==> src/rtl/if_fetch_unit_pkg.sv <==
// Shared definitions for the instruction-fetch front end:
// NOP encoding, PC arithmetic constants and fetch FSM states.
package if_fetch_unit_pkg;

    localparam logic [31:0] NOP      = 32'h0000_0000;
    localparam logic [31:0] PC_INC   = 32'd4;
    localparam logic [31:0] LINK_OFS = 32'd8;

    typedef enum logic {
        ST_BOOT = 1'b0,
        ST_RUN  = 1'b1
    } fetch_state_e;

endpackage

==> src/rtl/if_fetch_unit_sat_counter.sv <==
// Saturating up-counter with enable; sticks at all-ones.
// Ports: i_clk, i_rst_n (async low), i_en, o_count[W-1:0].
module if_fetch_unit_sat_counter #(
    parameter int W = 16
) (
    input  logic         i_clk,
    input  logic         i_rst_n,
    input  logic         i_en,
    output logic [W-1:0] o_count
);

    logic [W-1:0] r_count;
    logic         w_full;

    assign w_full  = &r_count;
    assign o_count = r_count;

    always_ff @(posedge i_clk or negedge i_rst_n) begin
        if (!i_rst_n) begin
            r_count <= '0;
        end else if (i_en && !w_full) begin
            r_count <= r_count + 1'b1;
        end
    end

endmodule

==> src/rtl/if_fetch_unit.sv <==
// IF stage: PC/nPC pair with delayed-branch redirect, IF/ID register,
// fetch/stall counters.
// Ports: clk, reset (async low); pc_le/npc_le/if_id_le hazard enables;
// id_ta_instr/id_target_addr redirect from ID; imem_instr/imem_addr;
// pc_out, npc_out, if_id_{instr,pc,link}, misalign_err,
// fetch_count, stall_count.
module if_fetch_unit
    import if_fetch_unit_pkg::*;
#(
    parameter logic [31:0] RESET_PC  = 32'd0,
    parameter logic [31:0] RESET_NPC = 32'd4,
    parameter int          IMEM_AW   = 9,
    parameter int          CNT_W     = 16
) (
    input  logic               clk,
    input  logic               reset,
    input  logic               pc_le,
    input  logic               npc_le,
    input  logic               if_id_le,
    input  logic               id_ta_instr,
    input  logic [31:0]        id_target_addr,
    input  logic [31:0]        imem_instr,
    output logic [IMEM_AW-1:0] imem_addr,
    output logic [31:0]        pc_out,
    output logic [31:0]        npc_out,
    output logic [31:0]        if_id_instr,
    output logic [31:0]        if_id_pc,
    output logic [31:0]        if_id_link,
    output logic               misalign_err,
    output logic [CNT_W-1:0]   fetch_count,
    output logic [CNT_W-1:0]   stall_count
);

    fetch_state_e r_state;
    fetch_state_e w_state_nxt;
    logic         w_run;

    logic [31:0]  r_pc;
    logic [31:0]  r_npc;
    logic         r_pending;
    logic [31:0]  r_pending_ta;
    logic         r_misalign;
    logic [31:0]  r_if_instr;
    logic [31:0]  r_if_pc;
    logic [31:0]  r_if_link;

    logic         w_redirect;
    logic [31:0]  w_target;
    logic         w_misalign;

    always_ff @(posedge clk or negedge reset) begin
        if (!reset) begin
            r_state <= ST_BOOT;
        end else begin
            r_state <= w_state_nxt;
        end
    end

    always_comb begin
        w_state_nxt = r_state;
        w_run       = 1'b0;
        unique case (r_state)
            ST_BOOT: w_state_nxt = ST_RUN;
            ST_RUN:  w_run       = 1'b1;
        endcase
    end

    // A fresh redirect from ID takes priority over a held one.
    assign w_redirect = id_ta_instr | r_pending;
    assign w_target   = id_ta_instr ? id_target_addr : r_pending_ta;

    // Flag whenever a target is either consumed or captured into pending.
    assign w_misalign = w_run & w_redirect
                      & (npc_le | id_ta_instr)
                      & (|w_target[1:0]);

    always_ff @(posedge clk or negedge reset) begin
        if (!reset) begin
            r_pc         <= RESET_PC;
            r_npc        <= RESET_NPC;
            r_pending    <= 1'b0;
            r_pending_ta <= '0;
        end else if (w_run) begin
            if (pc_le) begin
                r_pc <= r_npc;
            end
            if (npc_le) begin
                r_npc     <= w_redirect ? w_target : r_npc + PC_INC;
                r_pending <= 1'b0;
            end else if (id_ta_instr) begin
                r_pending    <= 1'b1;
                r_pending_ta <= id_target_addr;
            end
        end
    end

    always_ff @(posedge clk or negedge reset) begin
        if (!reset) begin
            r_misalign <= 1'b0;
        end else if (w_misalign) begin
            r_misalign <= 1'b1;
        end
    end

    // The boot edge forces a bubble so ID never sees a stale fetch.
    always_ff @(posedge clk or negedge reset) begin
        if (!reset) begin
            r_if_instr <= NOP;
            r_if_pc    <= '0;
            r_if_link  <= '0;
        end else if (!w_run) begin
            r_if_instr <= NOP;
            r_if_pc    <= '0;
            r_if_link  <= '0;
        end else if (if_id_le) begin
            r_if_instr <= imem_instr;
            r_if_pc    <= r_pc;
            r_if_link  <= r_pc + LINK_OFS;
        end
    end

    if_fetch_unit_sat_counter #(
        .W (CNT_W)
    ) u_fetch_cnt (
        .i_clk   (clk),
        .i_rst_n (reset),
        .i_en    (w_run & if_id_le),
        .o_count (fetch_count)
    );

    if_fetch_unit_sat_counter #(
        .W (CNT_W)
    ) u_stall_cnt (
        .i_clk   (clk),
        .i_rst_n (reset),
        .i_en    (w_run & ~pc_le),
        .o_count (stall_count)
    );

    assign imem_addr    = r_pc[IMEM_AW-1:0];
    assign pc_out       = r_pc;
    assign npc_out      = r_npc;
    assign if_id_instr  = r_if_instr;
    assign if_id_pc     = r_if_pc;
    assign if_id_link   = r_if_link;
    assign misalign_err = r_misalign;

endmodule

==> config.mk <==
export PLATFORM = sky130hd
export DESIGN_NAME = if_fetch_unit
export DESIGN_NICKNAME = d
export VERILOG_FILES = /design/src/rtl/if_fetch_unit_pkg.sv /design/src/rtl/if_fetch_unit_sat_counter.sv /design/src/rtl/if_fetch_unit.sv
export SDC_FILE = /design/constraint.sdc
export NUM_CORES = 1
export LEC_CHECK = 0
export ABC_AREA = 1
export BUFFER_PORTS_ARGS = -buffer_cell sky130_fd_sc_hd__buf_2
export CAP_MARGIN = 30
export CORE_UTILIZATION = 60
export CTS_BUF_LIST = sky130_fd_sc_hd__clkbuf_8
export DETAILED_ROUTE_END_ITERATION = 10
export PLACE_DENSITY = 0.89
export SYNTH_ARGS = -nofsm -noshare
export SYNTH_HDL_FRONTEND = slang
export SYNTH_HIERARCHICAL = 1
export SYNTH_SLANG_ARGS = --single-unit
==> constraint.sdc <==
create_clock -name clk -period 2.85 [get_ports clk]
set_input_delay 0.4275 -clock clk [delete_from_list [all_inputs] [get_ports clk]]
set_output_delay 0.4275 -clock clk [all_outputs]
set_load 0.02 [all_outputs]
==> Implementation_results.wiki, run 1 <==
{| class="wikitable"
! Metric !! Value
|-
| Seq/Total Area, Yosys || 0.491
|-
| Clock latency at the later pin of the worst-skew pair || approximately 0.54 ns
|-
| Max transition margin || 0.485
|-
| Cell count of the worst hold path || 2
|-
| Number of max-cap violations || 0
|-
| Final hold slack || 0.121 ns
|-
| Maximum fanout along the worst path || 6
|-
| Boundary pin count || 272
|-
| Ys Warns || 6
|-
| Chip Width || ~140 um
|-
| Number of core rows || 50
|-
| Final Setup Violations || 0
|-
| Summed instance area of the synthesized netlist || 0.0114 mm^2
|-
| Worst reg-to-reg path cell count || 9
|-
| Quantity of I/O buffers inserted on ports || about 270
|-
| Classification of the worst-slack hold path || in2reg
|-
| Outcome || finished, final reports clean
|-
| Worst clock skew || approximately 0.018 ns
|-
| Pre-CTS setup slack || between 1 and 1.5 ns
|-
| TritonCTS buffer count || 40
|-
| Async S/R FF share, synth || 1.00
|-
| Leakage Power || roughly 0.0072 uW
|-
| Iteration-0 DRC count of the detailed router || ~1100
|-
| CTS tree || yes
|-
| Number of nets with antenna violations after detailed routing || 0
|-
| Largest net degree at the start of global routing || between 70 and 80
|-
| Number of gates resized after cts || 0
|-
| Primary flip-flop cell chosen by synthesis mapping || dfrtp_1
|-
| H-tree Lvls || 2
|-
| Path type of the worst setup path || reg2reg
|-
| Overall die height || 140 um
|-
| Ant diodes || 0
|-
| Total wirelength of the detailed-routed design || between 30 and 40 mm
|-
| Fraction of synthesized cell area taken by the top area cell type || 0.489
|-
| Power density over the cells || 669 mW/mm^2
|-
| Critical Path RT || 3.27 ns
|-
| Biggest area contributors in the synthesized netlist || dfrtp_1 49%, nand2_1 15%, o21ai_0 6.0%, inv_1 4.8%, nand3_1 4.3%
|-
| Post-synthesis instance total || about 1400
|-
| Smallest setup slack after layout || 0.964 ns
|-
| Detailed-placement wirelength estimate || 21.8 mm
|-
| Final #Nets || roughly 1800
|-
| Share of the cycle needed by the critical path after routing || 0.662
|-
| Critical path launch point type || flop
|-
| Share of final-layout standard cells stronger than drive strength 1 || 0.234
|-
| Arrival time of data at the critical path endpoint || between 2 and 2.5 ns
|-
| Time the worst path needs with I/O delays and setup || 1.89 ns
|-
| Cell type with the largest total area after synthesis || dfrtp_1
|-
| Cell with the most instances after synthesis || nand2_1
|-
| Slew Viols, Final || 0
|-
| Clock transition at the registers of the reported paths || around 0.06 ns
|-
| Synthesized area per cell || 7.90 um^2
|-
| First-pass GRT wire length || 50.5 mm
|-
| Via count of the first global-routing pass || a little over 10000
|-
| Kind of end point of the critical path || flop
|-
| Count of flip-flops with a built-in enable after synthesis || 0
|-
| Global-route total usage across every layer || 0.320
|-
| Vias after detailed routing || ~11000
|-
| Die area || 0.0196 mm^2
|-
| Peak clock frequency supported by timing || 530 MHz
|-
| Detailed-route vias per instance || 5.52
|-
| Slew at the pin closest to its max-slew limit || ~0.77 ns
|-
| CTS sink count || between 200 and 250
|-
| Number of library cell types mapped by synthesis || 38
|-
| Fin Setup TNS || 0 ns
|-
| Flop2flop setup slack || around 0.96 ns
|-
| RSZ-0062 raised after global routing || false
|-
| Initial Util || 0.612
|-
| Core Region || about 0.019 mm^2
|-
| Most used standard cells in the synthesized netlist || 449 x nand2_1, 223 x dfrtp_1, 147 x inv_1
|-
| Final hold violations || 0
|-
| Initial DRT Pass Iterations || 6
|-
| VDD IR max || around 440 uV
|-
| Cell chosen for the clock root || clkbuf_8
|-
| Number of synthesized register bits || roughly 220
|-
| Post-Layout Inst Area || approximately 0.014 mm^2
|-
| Clock tree buffer depth || 3
|-
| GPL Wtd Cong || around 0.92
|-
| Overflow left after global routing || 0
|-
| Number of antenna violations at the first check in global routing || 1
|-
| Area after detailed placement || between 0.01 and 0.015 mm^2
|-
| Net count of the mapped netlist || around 1500
|-
| Detail-routed net length per standard cell || 15.7 um
|-
| Area growth syn-to-layout || 20.3%
|-
| Remaining design rule violation count || 0
|}
==> area by class of cell <==
| class | count | area, um^2 |
|---|---|---|
| repair buffers | 287 | 1550 |
| fillers | 1353 | 4920 |
| clock buffers | 55 | 757 |
| inverters | 155 | 582 |
| well taps | 234 | 293 |
| multi-input cells | 998 | 4860 |
| clock inverters | 18 | 77.6 |
| flip-flops and latches | 224 | 5610 |
==> routing by layer <==
metal  vias to the layer above  track usage  wire length (um)
met1                      5067        0.453             13200
li1                       5194            -                 -
met5                         -            0                13
met3                        79       0.0602              2600
met4                         2        0.134              1050
met2                       545        0.487             14000
==> path summary, 6_finish.rpt <==
kind | startpoint | to
max in group asynchronous | reset | npc_out[2]$_DFFE_PN1P_
max | r_state$_DFF_PN0_ | u_stall_cnt/o_count[11]$_DFFE_PN0P_
min | imem_instr[0] | if_id_instr[0]$_DFFE_PN0P_
min reg2reg | misalign_err$_DFFE_PN0P_ | misalign_err$_DFFE_PN0P_
max reg2reg | r_state$_DFF_PN0_ | u_stall_cnt/o_count[11]$_DFFE_PN0P_
min in group asynchronous | reset | u_fetch_cnt/o_count[11]$_DFFE_PN0P_
==> registers in the layout (all words and copies together) (netlist names) <==
name and cells:
r_pending 1, u_stall_cnt/o_count 16, npc_out 32, if_id_instr 32
if_id_pc 32, r_state 1, pc_out 32, misalign_err 1
u_fetch_cnt/o_count 16, if_id_link 29, r_pending_ta 32
==> through the flow <==
stage	power, uW	util	std cells
2_1_floorplan	5330	-	1445
3_3_place_gp	6090	0.691	1897
3_5_place_dp	6160	0.691	1897
4_1_cts	9210	0.736	1971
5_1_grt	9610	0.736	1971
6_report	9190	0.736	1971
==> logic make-up (layout without fill, tap and decap cells) <==
logic type	count (synthesis)	after routing	share of synthesized area
muxes	4	4	0.00384
AOI/OAI and AO/OA	221	221	0.117
DFF	224	224	0.491
adders and majority gates	4	4	0.00439
buffers and inverters	223	515	0.0843
and+or+nand+nor	757	757	0.290
xor gates and xnor gates	11	11	0.00845
other	1	1	0.000329
==> timing repair <==
item                       4_1_cts  5_1_grt
hold buffers                     1        0
setup endpoints to repair        0        0
setup buffers                    0        0
hold endpoints to repair        54        0
==> power by group <==
part / switching (uW) / internal (uW) / total, uW
Combinational: 1350 / 652 / 2000
Sequential: 555 / 3600 / 4150
Clock: 1320 / 1710 / 3040
Total: 3220 / 5960 / 9190
==> layout by cell type (no fill, tap or decap), drive strengths merged <==
cell type,count
nand3,106
clkinvlp,1
mux2,3
o221ai,2
nand3b,9
o21ai,139
nand2,462
dfrtp,223
clkbuf,55
o21bai,2
mux2i,1
a22o,38
clkinv,1
xor2,8
nor2,142
conb,1
xnor2,3
nor3,2
a21oi,10
and2,3
inv,171
o22ai,1
a22oi,21
o41ai,1
ha,4
o211ai,7
dfstp,1
buf,286
nand4,33
dlygate4sd3,1
==> critical path: stages (launching register included) <==
cell	delay, ns
dfrtp_1	0.43
inv_1	0.14
nor2_1	0.40
nand2_1	0.10
nor2_1	0.19
nand2_1	0.13
nor2_4	0.17
nand3_2	0.09
nand2_1	0.07
nand2_1	0.05
Power figures use the tool's default switching activity.
==> run 2, diff against run 1 <==
Settings changed: CORE_UTILIZATION 60 to 51, PLACE_DENSITY 0.89 to 0.81.
Clock period 2.85 ns to 1.52 ns, I/O delays scaled along.
==> run 2 against run 1 <==
The run now ends with setup timing left; highest routed layer is now met4; critical path type unchanged; combinational power grew to 2.5 times the previous value; clock power grew 83%; largest cell class unchanged; sequential share of layout area shrank 4.2 points; wire length grew 17%.
==> Implementation_results.wiki, run 2 (same netlist as run 1, synthesis figures left out) <==
{| class="wikitable"
! Metric !! Value
|-
| Outcome || complete, but fails checks
|-
| Failing checks || setup timing
|-
| Share of final-layout standard cells stronger than drive strength 1 || 0.307
|-
| Classification of the worst-slack hold path || in2reg
|-
| GPL Wtd Cong || a little over 0.9
|-
| Final hold violations || 0
|-
| Clock tree buffer depth || 3
|-
| Area after detailed placement || around 0.014 mm^2
|-
| Die area || roughly 0.023 mm^2
|-
| Vias after detailed routing || about 12000
|-
| Detailed-placement wirelength estimate || approximately 24 mm
|-
| Power density over the cells || 1190 mW/mm^2
|-
| Total wirelength of the detailed-routed design || roughly 36 mm
|-
| Worst clock skew || about 0.031 ns
|-
| VDD IR max || just under 700 uV
|-
| Boundary pin count || 272
|-
| Area growth syn-to-layout || 34.7%
|-
| Overall die height || 152 um
|-
| Number of max-cap violations || 0
|-
| CTS tree || yes
|-
| Path type of the worst setup path || reg2reg
|-
| Final-layout fill cell count || ~1600
|-
| Final #Nets || about 1900
|-
| Time the worst path needs with I/O delays and setup || roughly 1.6 ns
|-
| Via count of the first global-routing pass || 10600
|-
| TritonCTS buffer count || 39
|-
| Iteration-0 DRC count of the detailed router || slightly below 1000
|-
| Smallest setup slack after layout || -0.0895 ns
|-
| Clock latency at the later pin of the worst-skew pair || approximately 0.55 ns
|-
| Quantity of I/O buffers inserted on ports || 271
|-
| Initial DRT Pass Iterations || 6
|-
| Cell chosen for the clock root || clkbuf_8
|-
| First-pass GRT wire length || ~54 mm
|-
| Number of antenna violations at the first check in global routing || 0
|-
| CTS sink count || approximately 220
|-
| Maximum fanout along the worst path || 7
|-
| Chip Width || 152 um
|-
| RSZ-0062 raised after global routing || true
|-
| Clock transition at the registers of the reported paths || 0.06 ns
|-
| Most frequent cells in the layout || 434 x nand2_1, 247 x buf_2, 201 x dfrtp_1, 159 x inv_1, 135 x o21ai_0
|-
| Slew Viols, Final || 0
|-
| Total design power || 18300 uW
|-
| Most common cell after layout, fill and taps aside || nand2_1
|-
| Final Setup Violations || 25
|-
| Number of core rows || between 50 and 60
|-
| Remaining design rule violation count || 0
|-
| Detailed-route vias per instance || around 5.5
|-
| Critical path launch point type || flop
|-
| Arrival time of data at the critical path endpoint || about 2.0 ns
|-
| Kind of end point of the critical path || flop
|-
| Global-route total usage across every layer || 0.301
|-
| Overflow left after global routing || 0
|-
| H-tree Lvls || 2
|-
| Post-Layout Inst Area || approximately 0.015 mm^2
|-
| Peak clock frequency supported by timing || 621 MHz
|-
| Number of nets with antenna violations after detailed routing || 0
|-
| Initial Util || 0.521
|-
| Core Region || 0.0219 mm^2
|-
| Leakage Power || 0.00801 uW
|-
| Detail-routed net length per standard cell || around 17 um
|-
| Ant diodes || 0
|-
| Largest net degree at the start of global routing || 67
|-
| Critical Path RT || just under 2 ns
|-
| Share of the cycle needed by the critical path after routing || 1.06
|}
run 2: cell count changes in the layout (fill, tap and decap cells not counted), moves of 12 or more:
cell,change
nor2_1,-18
buf_6,+25
dfrtp_1,-22
buf_2,-23
dlygate4sd3_1,+32
nand2_4,+12
nand3_1,-12
nand2_1,-14
dfrtp_2,+22
buf_4,+89
run 2: per-layer routing:
metal  up-vias  global-route usage  share of wire  wire length [um]
met1      5616               0.403           0.41             14800
met3       126              0.0557          0.080              2890
li1       5454                   -              -                 -
met2       648               0.475           0.47             16900
met4         0               0.138          0.045              1650
met5         -                   0              0                 0
run 2: through the flow:
| step | setup WS [ns] | std cells | util | hold WS, ns | setup TNS (ns) |
|---|---|---|---|---|---|
| after floorplan | -0.0383 | 1445 | - | -0.0676 | -0.0933 |
| after global placement | -0.0167 | 2009 | 0.618 | 0.151 | -0.0697 |
| after detailed placement | -0.0529 | 2009 | 0.618 | 0.143 | -0.299 |
| after CTS | -0.0719 | 2127 | 0.679 | 0.0197 | -0.142 |
| after global routing | -0.168 | 2145 | 0.702 | 0.0597 | -3.57 |
| final | -0.0895 | 2145 | 0.702 | 0.0419 | -0.784 |
run 2: report_power, final:
part | total (uW) | leakage (uW) | internal, uW | switching, uW
clock network | 5570 | 0.000454 | 2950 | 2620
registers | 7620 | 0.00290 | 6770 | 849
logic | 5070 | 0.00466 | 1950 | 3120
run 2: worst max-delay path: stages, from the launching register on:
cell and delay (ns):
dfrtp_2 0.42, ha_4 0.17, nand2_4 0.05, nor2_4 0.13
nand3_4 0.10, nor2_4 0.17, buf_12 0.17, nand3_2 0.07
nand2_1 0.09, nand3_1 0.10
run 2: final timing paths:
check                                         endpoint  slack [ns]  cells past startpoint                startpoint
hold / removal             r_pending_ta[2]$_DFFE_PN0P_        0.04                      5         id_target_addr[2]
min in group asynchronous   if_id_link[23]$_DFFE_PN0P_        0.16                      2                     reset
setup reg to reg            if_id_link[25]$_DFFE_PN0P_       -0.09                      9     pc_out[4]$_DFFE_PN0P_
max in group asynchronous       npc_out[2]$_DFFE_PN1P_        0.74                      3                     reset
hold reg to reg               misalign_err$_DFFE_PN0P_        0.45                      2  misalign_err$_DFFE_PN0P_
setup / recovery            if_id_link[25]$_DFFE_PN0P_       -0.09                      9     pc_out[4]$_DFFE_PN0P_
run 2: repair_timing:
item                                    CTS  global route
cloned                                    0             1
hold buffers                             33             0
pin swaps                                10            22
endpoints found under the setup margin   49            85
resized for setup                        37           113
buffers inserted                         17            17
hold endpoints to repair                255             0
run 2: final cells by class:
class,count,area (um^2),share of cell area
inverters,155,584,0.0380
flip-flops and latches,224,5630,0.367
repair buffers,418,2870,0.187
clock inverters,24,145,0.00944
multi-input cells,998,5150,0.335
well taps,280,350,0.0228
clock buffers,46,633,0.0412
==> run 3, diff against run 2 <==
Settings changed: CORE_UTILIZATION 51 to 56, PLACE_DENSITY 0.81 to 0.84.
Clock period 1.52 ns to 1.8 ns, I/O delays scaled along.
==> run 3 against run 2 <==
The run now ends clean; critical endpoint is now npc_out[23]$_DFFE_PN0P_; final cell count fell by 4.4%; setup slack gained 0.19 ns; largest cell class unchanged; register-to-register slack improved by 0.19 ns; die area fell by 8.8%; clock power decreased by 18%; count of clock-buffer cells in the layout increased by 2; clock skew fell by 0.0024 ns; wire length decreased by 8.3%; sequential share of layout area increased by 2.7 points; critical path type unchanged; core utilization up 2.0 points; flip-flop and latch count unchanged; critical path depth fell by 1.
==> Implementation_results.wiki, run 3 (same netlist as run 1, synthesis figures left out) <==
{| class="wikitable"
! Metric !! Value
|-
| Initial DRT Pass Iterations || 8
|-
| Vias after detailed routing || 11300
|-
| Via count of the first global-routing pass || around 11000
|-
| Kind of end point of the critical path || flop
|-
| CTS sink count || 224
|-
| Pre-CTS setup slack || between 0.05 and 0.06 ns
|-
| Final Setup Violations || 0
|-
| Clock transition at the registers of the reported paths || around 0.06 ns
|-
| Outcome || finished, final reports clean
|-
| Share of the cycle needed by the critical path after routing || 0.943
|-
| Most frequent cells in the layout || 448 x nand2_1, 270 x buf_2, 223 x dfrtp_1, 163 x inv_1, 137 x o21ai_0
|-
| Post-layout instance count excluding filler cells || between 2000 and 2500
|-
| Worst clock skew || about 0.029 ns
|-
| Max transition margin || 0.584
|-
| Delay of the slowest critical-path stage || about 0.56 ns
|-
| Number of nets with antenna violations after detailed routing || 0
|-
| Power density over the cells || slightly above 1000 mW/mm^2
|-
| Clock tree buffer depth || 3
|-
| VDD IR max || about 580 uV
|-
| Critical path launch point type || flop
|-
| Chip Width || ~140 um
|-
| Slew Viols, Final || 0
|-
| Overall die height || 145 um
|-
| Core Region || ~0.020 mm^2
|-
| Smallest setup slack after layout || approximately 0.1 ns
|-
| Iteration-0 DRC count of the detailed router || between 1000 and 1500
|-
| Area growth syn-to-layout || 24.8%
|-
| Cell chosen for the clock root || clkbuf_8
|-
| Share of final-layout standard cells stronger than drive strength 1 || 0.239
|-
| Final-layout fill cell count || around 1500
|-
| Boundary pin count || ~270
|-
| Arrival time of data at the critical path endpoint || 2.10 ns
|-
| Total wirelength of the detailed-routed design || 33.3 mm
|-
| TritonCTS buffer count || 39
|-
| Final #Nets || 1831
|-
| Standard cell with the maximum stage delay on the critical path || dfstp_2
|-
| Maximum fanout along the worst path || 4
|-
| Most common cell after layout, fill and taps aside || nand2_1
|-
| Largest net degree at the start of global routing || 65
|-
| Final hold violations || 0
|-
| Slew at the pin closest to its max-slew limit || 0.622 ns
|-
| Ant diodes || 0
|-
| H-tree Lvls || 2
|-
| First-pass GRT wire length || 52.4 mm
|-
| Peak clock frequency supported by timing || between 500 and 600 MHz
|-
| Buf/Inv on CP || 2
|-
| Die area || 0.0209 mm^2
|-
| Number of antenna violations at the first check in global routing || 0
|-
| Path type of the worst setup path || reg2reg
|-
| Number of max-cap violations || 0
|-
| Initial Util || 0.579
|-
| Classification of the worst-slack hold path || in2reg
|-
| CTS tree || yes
|-
| Clock latency at the later pin of the worst-skew pair || roughly 0.55 ns
|-
| Placed Cells incl. Taps || 1944
|-
| GPL Wtd Cong || 0.924
|-
| Remaining design rule violation count || 0
|-
| Overflow left after global routing || 0
|-
| Leakage Power || 0.00743 uW
|-
| Number of core rows || 51
|-
| Quantity of I/O buffers inserted on ports || between 200 and 300
|-
| Time the worst path needs with I/O delays and setup || about 1.7 ns
|-
| Detailed-placement wirelength estimate || between 20 and 25 mm
|-
| Critical Path RT || between 2 and 2.5 ns
|-
| Detail-routed net length per standard cell || between 15 and 20 um
|-
| Detailed-route vias per instance || between 5 and 6
|-
| Global-route total usage across every layer || 0.319
|-
| Cell class contributing the biggest share of worst-path delay || simple AND/OR/NAND/NOR gates
|-
| Crit path cell chain || buf_4 > inv_1 > nor2_2 > nand2_1 > nor2_1 > nand3_1 > nand3_1 > nand2_1
|}
[run 3: cell count changes in the layout (fill, tap and decap cells not counted), moves of 14 or more]
| cell | previous run | this run |
|---|---|---|
| buf_2 | 247 | 270 |
| buf_4 | 99 | 25 |
| buf_6 | 25 | 0 |
| dfrtp_1 | 201 | 223 |
| dfrtp_2 | 22 | 0 |
| nand2_1 | 434 | 448 |
| nor2_1 | 99 | 114 |
[run 3: metal layers]
metal / wire [um] / vias up / global-route usage / part of all wire
met1: 14000 / 5314 / 0.433 / 0.42
met5: 0 / - / 0 / 0
met2: 15000 / 585 / 0.500 / 0.45
met4: 1280 / 0 / 0.138 / 0.039
li1: - / 5307 / - / -
met3: 2920 / 89 / 0.0632 / 0.088
[run 3: per-stage QoR]
step / hold WS [ns] / setup TNS, ns / area (um^2) / util / power [uW]
floorplan: -0.0256 / 0 / 11400 / - / 8440
global placement: 0.217 / 0 / 13100 / 0.664 / 9750
detailed placement: 0.215 / 0 / 13100 / 0.664 / 9850
CTS: 0.0681 / 0 / 14200 / 0.720 / 14400
global route: 0.117 / -0.00763 / 14200 / 0.722 / 15200
finish: 0.0834 / 0 / 14200 / 0.722 / 14500
[run 3: worst min-delay path: stages]
cell	delay, ns
buf_2	0.12
nor2_4	0.09
nand2_1	0.07
nand2_1	0.04
[run 3: power by group]
group,leakage (uW),switching (uW),internal (uW),total [uW]
logic,0.00405,2260,1150,3410
clock network,0.000454,2120,2420,4540
registers,0.00293,838,5690,6530
[run 3: layout make-up]
type | instances | area [um^2] | area share
Sequential cell | 224 | 5610 | 0.394
Multi-Input combinational cell | 998 | 4870 | 0.342
Timing Repair Buffer | 339 | 2080 | 0.146
Clock buffer | 48 | 661 | 0.0464
Inverter | 155 | 582 | 0.0409
Tap cell | 265 | 332 | 0.0233
Clock inverter | 22 | 108 | 0.00756
[run 3: what timing repair did]
item	CTS	global route
endpoints found under the setup margin	0	22
setup buffers	0	4
hold buffers	33	0
gates resized for setup	0	4
hold endpoints to repair	78	0
[run 3: final timing paths]
check	start	cells past startpoint	slack [ns]	endpoint
min in group asynchronous	reset	2	0.24	r_pending_ta[0]$_DFFE_PN0P_
setup reg to reg	npc_out[2]$_DFFE_PN1P_	8	0.10	npc_out[23]$_DFFE_PN0P_
hold / removal	if_id_le	4	0.08	if_id_pc[9]$_DFFE_PN0P_
setup / recovery	npc_out[2]$_DFFE_PN1P_	8	0.10	npc_out[23]$_DFFE_PN0P_
hold reg to reg	misalign_err$_DFFE_PN0P_	2	0.46	misalign_err$_DFFE_PN0P_
max in group asynchronous	reset	3	0.88	u_fetch_cnt/o_count[7]$_DFFE_PN0P_
